**src/rtl/spi_sram_pkg.sv**
```systemverilog
// Shared types and constants for the SPI-to-SRAM bridge.
// Holds the FSM state enum, command codes and the address increment helper.
package spi_sram_pkg;

   typedef enum logic [2:0] {
      IDLE,
      CMD,
      ADDR,
      WDATA,
      RFETCH,
      RDATA,
      IGNORE
   } state_t;

   localparam logic [7:0] CMD_WRITE = 8'h02;
   localparam logic [7:0] CMD_READ  = 8'h03;

   // Increment an address of width w, wrapping to zero at the top.
   function automatic logic [31:0] addr_inc(
      input logic [31:0] a,
      input int unsigned w
   );
      logic [31:0] m;
      m = (w >= 32) ? '1 : ((32'd1 << w) - 32'd1);
      return (a + 32'd1) & m;
   endfunction

endpackage

```
**src/rtl/spi_pin_sync.sv**
```systemverilog
// Oversampling synchroniser for the SPI pins.
// Produces clean sck rise/fall pulses and a cs_n falling-edge pulse.
module spi_pin_sync #(
   parameter int SYNC_STAGES = 2
) (
   input  logic clk,
   input  logic rst,
   input  logic sck,
   input  logic cs_n,
   input  logic sdi,
   output logic sck_rise,
   output logic sck_fall,
   output logic cs_fall,
   output logic cs_s,
   output logic sdi_s
);

   logic [SYNC_STAGES-1:0] sck_q;
   logic [SYNC_STAGES-1:0] cs_q;
   logic [SYNC_STAGES-1:0] sdi_q;
   logic                   sck_d;
   logic                   cs_d;

   // cs_n resets high so release of reset never looks like a select.
   always_ff @(posedge clk or posedge rst) begin
      if (rst) begin
         sck_q <= '0;
         cs_q  <= '1;
         sdi_q <= '0;
         sck_d <= 1'b0;
         cs_d  <= 1'b1;
      end else begin
         sck_q <= {sck_q[SYNC_STAGES-2:0], sck};
         cs_q  <= {cs_q[SYNC_STAGES-2:0], cs_n};
         sdi_q <= {sdi_q[SYNC_STAGES-2:0], sdi};
         sck_d <= sck_q[SYNC_STAGES-1];
         cs_d  <= cs_q[SYNC_STAGES-1];
      end
   end

   assign cs_s     = cs_q[SYNC_STAGES-1];
   assign sdi_s    = sdi_q[SYNC_STAGES-1];
   assign sck_rise = sck_q[SYNC_STAGES-1] & ~sck_d;
   assign sck_fall = ~sck_q[SYNC_STAGES-1] & sck_d;
   assign cs_fall  = ~cs_s & cs_d;

endmodule

```
**src/rtl/spi_sram_bridge.sv**
```systemverilog
// SPI mode-0 slave bridging command/address/data frames onto a sync SRAM.
// Supports burst write and prefetching burst read with address wrap.
module spi_sram_bridge
   import spi_sram_pkg::*;
#(
   parameter int ADDR_W      = 8,
   parameter int DATA_W      = 8,
   parameter int CMD_W       = 8,
   parameter int SYNC_STAGES = 2
) (
   input  logic              clk,
   input  logic              rst,
   input  logic              sck,
   input  logic              cs_n,
   input  logic              sdi,
   output logic              sdo,
   output logic              sdo_oe,
   output logic [ADDR_W-1:0] mem_addr,
   output logic [DATA_W-1:0] mem_wdata,
   output logic              mem_we,
   output logic              mem_re,
   input  logic [DATA_W-1:0] mem_rdata,
   output logic              busy,
   output logic              cmd_err
);

   localparam int SW0 = (CMD_W > ADDR_W) ? CMD_W : ADDR_W;
   localparam int SW  = (SW0 > DATA_W) ? SW0 : DATA_W;
   localparam int CW  = $clog2(SW) + 1;

   logic              sck_rise;
   logic              sck_fall;
   logic              cs_fall;
   logic              cs_s;
   logic              sdi_s;

   state_t            state;
   state_t            nxt;
   logic [CW-1:0]     bit_cnt;
   logic [CW-1:0]     lim;
   logic [SW-1:0]     rx_shift;
   logic [SW-1:0]     rx_next;
   logic [DATA_W-1:0] tx_shift;
   logic [ADDR_W-1:0] addr_reg;
   logic [ADDR_W-1:0] addr_nxt;
   logic [CMD_W-1:0]  cmd_val;
   logic              is_read;
   logic              fetched;
   logic              last;
   logic              cmd_ok;

   spi_pin_sync #(
      .SYNC_STAGES(SYNC_STAGES)
   ) u_sync (
      .clk      (clk),
      .rst      (rst),
      .sck      (sck),
      .cs_n     (cs_n),
      .sdi      (sdi),
      .sck_rise (sck_rise),
      .sck_fall (sck_fall),
      .cs_fall  (cs_fall),
      .cs_s     (cs_s),
      .sdi_s    (sdi_s)
   );

   assign rx_next  = {rx_shift[SW-2:0], sdi_s};
   assign cmd_val  = rx_next[CMD_W-1:0];
   assign cmd_ok   = (cmd_val == CMD_W'(CMD_WRITE)) ||
                     (cmd_val == CMD_W'(CMD_READ));
   assign addr_nxt = ADDR_W'(addr_inc(32'(addr_reg), ADDR_W));
   assign mem_addr = addr_reg;

   always_comb begin
      lim = CW'(DATA_W - 1);
      if (state == CMD)
         lim = CW'(CMD_W - 1);
      else if (state == ADDR)
         lim = CW'(ADDR_W - 1);
   end

   // A deselect in the same clk as the final bit suppresses that bit.
   assign last = sck_rise & ~cs_s & (bit_cnt == lim);

   always_ff @(posedge clk or posedge rst) begin
      if (rst)
         state <= IDLE;
      else
         state <= nxt;
   end

   always_comb begin
      nxt = state;
      if (cs_s) begin
         nxt = IDLE;
      end else begin
         unique case (state)
            IDLE:    if (cs_fall) nxt = CMD;
            CMD:     if (last) nxt = cmd_ok ? ADDR : IGNORE;
            ADDR:    if (last) nxt = is_read ? RFETCH : WDATA;
            WDATA:   nxt = WDATA;
            RFETCH:  if (fetched) nxt = RDATA;
            RDATA:   if (last) nxt = RFETCH;
            IGNORE:  nxt = IGNORE;
            default: nxt = IDLE;
         endcase
      end
   end

   always_comb begin
      busy   = (state != IDLE);
      sdo_oe = (state == RDATA);
      sdo    = sdo_oe & tx_shift[DATA_W-1];
      mem_re = (state == RFETCH) & ~fetched;
   end

   // RFETCH spends one clk strobing mem_re and one clk capturing mem_rdata.
   always_ff @(posedge clk or posedge rst) begin
      if (rst) begin
         bit_cnt   <= '0;
         rx_shift  <= '0;
         tx_shift  <= '0;
         addr_reg  <= '0;
         is_read   <= 1'b0;
         fetched   <= 1'b0;
         mem_we    <= 1'b0;
         mem_wdata <= '0;
         cmd_err   <= 1'b0;
      end else begin
         mem_we  <= 1'b0;
         cmd_err <= 1'b0;
         if (mem_we)
            addr_reg <= addr_nxt;
         if (cs_s) begin
            bit_cnt <= '0;
            fetched <= 1'b0;
         end else begin
            unique case (state)
               CMD, ADDR, WDATA: begin
                  if (sck_rise) begin
                     rx_shift <= rx_next;
                     bit_cnt  <= last ? '0 : bit_cnt + CW'(1);
                  end
                  if (last && state == CMD) begin
                     is_read <= (cmd_val == CMD_W'(CMD_READ));
                     cmd_err <= ~cmd_ok;
                  end
                  if (last && state == ADDR)
                     addr_reg <= rx_next[ADDR_W-1:0];
                  if (last && state == WDATA) begin
                     mem_we    <= 1'b1;
                     mem_wdata <= rx_next[DATA_W-1:0];
                  end
               end
               RFETCH: begin
                  fetched <= ~fetched;
                  if (fetched) begin
                     tx_shift <= mem_rdata;
                     bit_cnt  <= '0;
                  end
               end
               RDATA: begin
                  if (sck_rise)
                     bit_cnt <= last ? '0 : bit_cnt + CW'(1);
                  // The first fall of each word only presents the MSB.
                  if (sck_fall && bit_cnt != '0)
                     tx_shift <= tx_shift << 1;
                  if (last)
                     addr_reg <= addr_nxt;
               end
               default: bit_cnt <= '0;
            endcase
         end
      end
   end

endmodule
```
**config.mk**
```make
export PLATFORM = sky130hd
export DESIGN_NAME = spi_sram_bridge
export DESIGN_NICKNAME = d
export VERILOG_FILES = /design/src/rtl/spi_sram_pkg.sv /design/src/rtl/spi_pin_sync.sv /design/src/rtl/spi_sram_bridge.sv
export SDC_FILE = /design/constraint.sdc
export NUM_CORES = 1
export LEC_CHECK = 0
export BUFFER_PORTS_ARGS = -buffer_cell sky130_fd_sc_hd__buf_2
export CAP_MARGIN = 20
export CELL_PAD_IN_SITES_DETAIL_PLACEMENT = 1
export CELL_PAD_IN_SITES_GLOBAL_PLACEMENT = 2
export CORE_UTILIZATION = 40
export CTS_CLUSTER_DIAMETER = 80
export DETAILED_ROUTE_END_ITERATION = 6
export PLACE_DENSITY_LB_ADDON = 0.1
export SETUP_SLACK_MARGIN = 0.02
export SYNTH_ARGS = -nofsm -noshare
export SYNTH_HDL_FRONTEND = slang
export SYNTH_SLANG_ARGS = --single-unit
```
**constraint.sdc**
```tcl
create_clock -name clk -period 3.45 [get_ports clk]
set_input_delay 0.69 -clock clk [delete_from_list [all_inputs] [get_ports clk]]
set_output_delay 0.69 -clock clk [all_outputs]
set_load 0.005 [all_outputs]
```
==> results of run 1 <==
-- per-stage QoR --
step,setup slack [ns],utilization (%),cell area [µm²]
floorplan,1.56,-,2630
global placement,1.21,44.3,2820
detailed placement,1.18,44.3,2820
CTS,0.826,45.9,2910
global route,0.664,46.2,2930
finish,0.825,46.2,2930
-- power breakdown --
group | internal [mW] | switching [mW] | total [mW]
logic | 0.0733 | 0.0676 | 0.141
registers | 0.634 | 0.0505 | 0.685
clock network | 0.166 | 0.213 | 0.379
total | 0.873 | 0.331 | 1.20
-- cell families (layout without fill, tap and decap cells) --
logic type,Yosys count,count (layout)
flip-flops,50,50
adder cells (fa/ha/maj),3,3
AO/OA/AOI/OAI,43,43
AND/OR/NAND/NOR,87,87
XOR/XNOR,9,9
buffers and inverters,20,51
multiplexers,32,32
-- sequential cells by signal (all words and copies together) (netlist names), 2 cells and up --
register,cells
mem_addr,8
mem_wdata,8
tx_shift,8
rx_shift,7
bit_cnt,4
state,3
u_sync.cs_q,2
u_sync.sck_q,2
u_sync.sdi_q,2
-- layer usage --
metal | vias up | GRT usage (%)
li1 | 929 | -
met5 | - | 0
met2 | 35 | 27.5
met4 | 0 | 5.17
met3 | 7 | 3.18
met1 | 917 | 28.5
-- cell usage after synthesis, drive strengths merged (2+ instances only) --
master	count
nor2b	4
o32ai	2
mux2i	5
buf	9
and3	5
nand3	8
inv	7
a211oi	3
or3	2
nor3	3
xnor2	5
nand4	3
or2	2
o21ai	13
nor2	17
nand2	26
ha	3
nor3b	2
dfrtp	47
a21oi	11
nor4	4
xor2	4
o22ai	2
mux2	27
dfstp	3
clkbuf	3
and2	2
nand2b	5
-- cell type report --
| type | instances | area, µm² |
|---|---|---|
| Clock buffer | 6 | 82.6 |
| Clock inverter | 2 | 16.3 |
| Fill cell | 707 | 3420 |
| Inverter | 8 | 30.0 |
| Multi-Input combinational cell | 174 | 1260 |
| Sequential cell | 50 | 1250 |
| Tap cell | 77 | 96.3 |
| Timing Repair Buffer | 35 | 190 |
-- how the worst min path moves through the flow --
stage / from / to / slack (ns) / cells past startpoint
global route: rst / tx_shift[6]$_DFFE_PP0P_ / 0.35 / 2
detailed placement: u_sync.sdi_q[0]$_DFF_PP0_ / u_sync.sdi_q[1]$_DFF_PP0_ / 0.34 / 0
CTS: u_sync.cs_q[0]$_DFF_PP1_ / u_sync.cs_q[1]$_DFF_PP1_ / 0.36 / 0
finish: rst / mem_addr[5]$_DFF_PP0_ / 0.33 / 2
global placement: u_sync.sdi_q[0]$_DFF_PP0_ / u_sync.sdi_q[1]$_DFF_PP0_ / 0.33 / 0
floorplan: u_sync.sck_q[0]$_DFF_PP0_ / u_sync.sck_q[1]$_DFF_PP0_ / 0.33 / 0
-- worst register-to-register path, stage by stage (launching register included) --
cell     delay (ns)
dfrtp_1        0.58
nor4b_2        0.45
and2_1         0.27
and3_1         0.42
mux2_2         0.39
==> impl_metrics.json, run 1 <==
{
  "max_slew_margin_pct": 59.7,
  "clock_latency_ns": 0.32,
  "path_clk_slew_ns": 0.11,
  "drt_iter0_drc": 94,
  "worstSetupPathType": "reg2out",
  "drt-vias-per-instance": 5.36,
  "die_y_um": 83.1,
  "synth_cell_type_count": 55,
  "ys_seq_elements": 50,
  "report.power.total_mw": 1.20,
  "r2r_slack_ns": 1.23,
  "finalSetupViolCount": 0,
  "worstMarginPinSlew_ns": 0.604,
  "synth_top_family_by_area": "simple AND/OR/NAND/NOR gates",
  "crit-reg2reg-launch": "state[2]$_DFFE_PP0P_",
  "num-nets-final": 290,
  "pwr_density_cell_nw_per_um2": 411,
  "core_um2": 6350,
  "fin_skew_ns": 0.0122,
  "met2_length_mm": 2.57,
  "rsz0062_at_grt": "no",
  "ys.flop_type": "dfrtp_1",
  "synth_compound_area_share_pct": 11.1,
  "met1Wirelength_mm": 3.09,
  "final.period_utilization_pct": 76.1,
  "area_delta_synth_final_pct": 11.6,
  "synth.top_cells.by_area": "dfrtp_1, mux2_2, mux2_4",
  "cp-end-kind": "output port",
  "cts_buffers": 5,
  "drive_gt1_share_pct": 30.5,
  "hold_class": "in2async",
  "grt_max_degree": 51,
  "via_count": 1888,
  "die_x_um": 83.1,
  "synth_top_area_share_pct": 44.7,
  "wl_met3_um": 187,
  "critPathLaunch": "state[1]$_DFFE_PP0P_",
  "synth_edf_count": 0,
  "drcViolationCount": 0,
  "max_freq_mhz": 381,
  "cts_resized": 0,
  "synth.area.mux_share_pct": 14.5,
  "synth_simple_gate_area_share_pct": 18.1,
  "grt_overflow_total": 0,
  "num_rows": 29,
  "wirelength_mm": 5.91,
  "clk_path_buf_depth": 2,
  "rr_worst_depth": 4,
  "dr.pass1.iters": 4,
  "path_buf_inv": 2,
  "final_common_cell": "dfrtp_1",
  "ir_worst_vdd_mv": 0.195,
  "top_layer": "met4",
  "cts_root_buf": "clkbuf_8",
  "die_area_um2": 6900,
  "finalMaxSlewViolations": 0,
  "gp_congestion": 0.786,
  "p_leak_nw": 1.39,
  "ys_seq_area_share_pct": 47.7,
  "holdWs_ns": 0.331,
  "crit_end": "sdo_oe",
  "place_hpwl_mm": 4.22,
  "path_delay_family": "flip-flops",
  "synth_top_area_cell": "dfrtp_1",
  "ctsHoldBuffers": 0,
  "antenna_left": 0,
  "synth-xor-area-share_pct": 3.00,
  "wire_per_inst_um": 16.8,
  "finalNonFillerCells": 352,
  "hold_viol": 0,
  "grt_usage_pct": 18.8,
  "timing.rr.end": "mem_wdata[7]$_DFFE_PP0P_",
  "layout_common_cells": "dfrtp_1, buf_2, nand2_1",
  "start_util_pct": 41.4,
  "placedCellCount": 343,
  "drv_cap": 0,
  "synthAdderAreaFrac_pct": 1.43,
  "synth_cells": 244,
  "slowest_delay_ns": 0.74,
  "startpoint_type": "flip-flop",
  "critPathArrivalTime_ns": 1.93,
  "period_needed_ns": 2.62,
  "fin_setup_tns_ns": 0,
  "diodes": 0,
  "post_cts_buffers": 0,
  "status": "finished clean",
  "cp_num_cells": 4,
  "syn_avg_cell_area_um2": 10.8,
  "antenna_found_initial": 0,
  "crit_required_ns": 2.76,
  "crit_slowest_cell": "dfrtp_1",
  "cts_sinks": 50,
  "worst-path-max-fanout": 16,
  "crit_chain": "nor2b_1, nand2_1, clkinv_1, buf_2",
  "yosys_warnings": 0,
  "grt_pass1_vias": 1958,
  "async_reset_ff_share_pct": 100,
  "cts_max_level": 2,
  "grt_pass1_wl_mm": 10.3,
  "cts_tree": "built",
  "port_buffers": 34,
  "netlist_area_um2": 2630,
  "syn-num-nets": 260,
  "ios": 35
}
Power figures use the tool's default switching activity.
==> run 2, diff against run 1 <==
Settings changed: ABC_AREA from default to 1, CORE_UTILIZATION 40 to 31.
Clock period 3.45 ns to 2.4 ns, I/O delays scaled along.
==> run 2 against run 1 <==
  * The run now ends with design-rule violations left
  * Synthesized cell count is 49% higher
  * Clock skew is 0.0034 ns lower
  * Hold slack worse by 0.12 ns
  * Clock power is 96% higher
  * Count of clock-buffer cells in the layout stayed put
  * Die area is 39% higher
==> impl_metrics.json, run 2 <==
{
  "status": "finished, violations left",
  "violations": "design-rule violations",
  "worst-path-max-fanout": 21,
  "p_leak_nw": 1.69,
  "crit-reg2reg-launch": "bit_cnt[0]$_DFFE_PP0P_",
  "ir_worst_vdd_mv": 0.323,
  "ys_seq_elements": 50,
  "fin_setup_tns_ns": 0,
  "synth_cell_type_count": 33,
  "wire_per_inst_um": 14.0,
  "place_ws_ns": 0.604,
  "dr.pass1.iters": 6,
  "startpoint_type": "flip-flop",
  "start_util_pct": 32.3,
  "drive_gt1_share_pct": 19.3,
  "num-nets-final": 414,
  "grt_pass1_wl_mm": 12.3,
  "p_int_mw": 1.68,
  "die_area_um2": 9570,
  "diodes": 0,
  "synth.most_common_cell": "nand2_1",
  "synth_edf_count": 0,
  "max_slew_margin_pct": 63.5,
  "swShare_pct": 35.4,
  "synth_top_area_share_pct": 41.3,
  "pwr_density_cell_nw_per_um2": 796,
  "synth_top_area_cell": "dfrtp_1",
  "path_clk_slew_ns": 0.10,
  "critPathLaunch": "state[0]$_DFFE_PP0P_",
  "synth_cells": 363,
  "synth_simple_gate_area_share_pct": 31.3,
  "place_area_um2": 3120,
  "yosys_warnings": 0,
  "cp-end-kind": "output port",
  "p_switching_uw": 917,
  "fin_skew_ns": 0.00882,
  "grt_max_degree": 28,
  "period_needed_ns": 2.10,
  "power_frac_clock_pct": 28.7,
  "cts_resized": 0,
  "comb_power_share_pct": 29.2,
  "hold_class": "in2async",
  "grt_overflow_total": 0,
  "wirelength_mm": 7.09,
  "critPathArrivalTime_ns": 1.62,
  "grt.met3_usage_pct": 2.43,
  "final_common_cell": "nand2_1",
  "synth_top_family_by_area": "simple AND/OR/NAND/NOR gates",
  "finalMaxSlewViolations": 0,
  "port_buffers": 34,
  "hold_viol": 0,
  "synth_compound_area_share_pct": 12.2,
  "area_delta_synth_final_pct": 14.4,
  "final.period_utilization_pct": 87.5,
  "core_um2": 8810,
  "p_seq_share_pct": 42.1,
  "clk_path_buf_depth": 2,
  "synth.top_cells.by_area": "dfrtp_1, nand2_1, nand3_1",
  "netlist_area_um2": 2850,
  "place_hpwl_mm": 5.34,
  "finalSetupViolCount": 0,
  "die_y_um": 97.8,
  "max_freq_mhz": 476,
  "grt_pass1_vias": 2483,
  "clock_latency_ns": 0.31,
  "cts_root_buf": "clkbuf_8",
  "fillers": 1107,
  "crit_required_ns": 1.92,
  "ys.flop_type": "dfrtp_1",
  "synthAdderAreaFrac_pct": 1.32,
  "synthTopCellsByCount": "nand2_1, nand3_1, inv_1",
  "rsz0062_at_grt": "no",
  "placedCellCount": 499,
  "ys_seq_area_share_pct": 44.1,
  "cts_max_level": 2,
  "drcViolationCount": 4,
  "fin_ws_ns": 0.301,
  "synth.area.mux_share_pct": 0,
  "final_cell_area_um2": 3260,
  "layout_common_cells": "nand2_1, nand3_1, inv_1, dfrtp_1, buf_2",
  "cts_buffers": 5,
  "post_cts_buffers": 0,
  "grtUsageMet2_pct": 27.6,
  "num_rows": 34,
  "drv_cap": 0,
  "busiest_layer": "met2",
  "finalNonFillerCells": 507,
  "met1_usage_pct": 21.0,
  "worstSetupPathType": "reg2out",
  "cts_sinks": 50,
  "syn_avg_cell_area_um2": 7.84,
  "ctsHoldBuffers": 0,
  "antenna_left": 0,
  "drt_iter0_drc": 72,
  "die_x_um": 97.8,
  "gp_congestion": 0.733,
  "async_reset_ff_share_pct": 100,
  "syn-num-nets": 379,
  "drt-vias-per-instance": 4.80,
  "worstMarginPinSlew_ns": 0.546,
  "via_count": 2436,
  "antenna_found_initial": 0,
  "synth-xor-area-share_pct": 0.923,
  "grt_usage_pct": 16.1,
  "cts_tree": "built",
  "ios": 35
}
==> run 2: changes by cell type in the layout (fill, tap and decap cells not counted), moves of 5 or more <==
cell      delta
nand2_1     +78
nand3_1     +42
inv_1       +41
mux2_2      -20
o21ai_0     +19
o21ai_1     +12
a21oi_1      -7
mux2_4       -7
o211ai_1     +6
and3_1       -5
buf_4        +5
mux2i_1      -5
nand2b_1     -5
==> run 2: logic make-up (layout without fill, tap and decap cells) <==
| logic type | count (synthesis) | after routing |
|---|---|---|
| buffers and inverters | 64 | 100 |
| AOI/OAI and AO/OA | 60 | 60 |
| xor gates and xnor gates | 3 | 3 |
| DFF | 50 | 50 |
| and+or+nand+nor | 183 | 183 |
| adders and majority gates | 3 | 3 |
==> run 2: through the flow <==
stage / utilization (%) / hold WS, ns / power (mW)
6_report: 37.0 / 0.207 / 2.59
3_3_place_gp: 35.4 / 0.335 / 1.87
4_1_cts: 37.0 / 0.223 / 2.64
5_1_grt: 37.0 / 0.244 / 2.78
2_1_floorplan: - / 0.331 / 1.68
3_5_place_dp: 35.4 / 0.339 / 1.89
==> run 2: layout make-up <==
cell class | count | area [µm²] | area share [%]
flip-flops and latches | 50 | 1250 | 38.5
clock buffers | 6 | 82.6 | 2.53
multi-input cells | 249 | 1300 | 40.0
inverters | 52 | 195 | 5.99
well taps | 108 | 135 | 4.15
clock inverters | 2 | 60.1 | 1.84
repair buffers | 40 | 228 | 6.99
==> run 2: power groups by stage <==
stage	sequential (mW)	combinational (mW)	clock, mW
finish	1.09	0.756	0.744
global route	1.11	0.876	0.795
floorplan	1.06	0.625	0
CTS	1.10	0.777	0.770
detailed placement	1.11	0.774	0
global placement	1.10	0.770	0
==> run 2: critical path, stage by stage, from the launching register on <==
cell and delay [ns]:
dfrtp_1 0.63, nand3_1 0.14, buf_4 0.23, inv_2 0.17, buf_2 0.14
==> run 2: worst paths after layout <==
check / endpoint / slack, ns / depth (start not counted)
worst min register to register: u_sync.sck_q[1]$_DFF_PP0_ / 0.36 / 0
min in group clk: u_sync.cs_q[0]$_DFF_PP1_ / 0.26 / 1
worst max register to register: mem_wdata[0]$_DFFE_PP0P_ / 0.61 / 5
max in group asynchronous: u_sync.cs_q[1]$_DFF_PP1_ / 1.59 / 3
worst max-delay path: sdo_oe / 0.30 / 4
worst min-delay path: is_read$_DFFE_PP0P_ / 0.21 / 2
==> run 2: layer usage <==
metal  routed length, µm  vias to the layer above
met3                 131                        7
met4                  78                        0
met2                3470                       26
li1                    -                     1229
met1                3410                     1174
met5                   0                        -
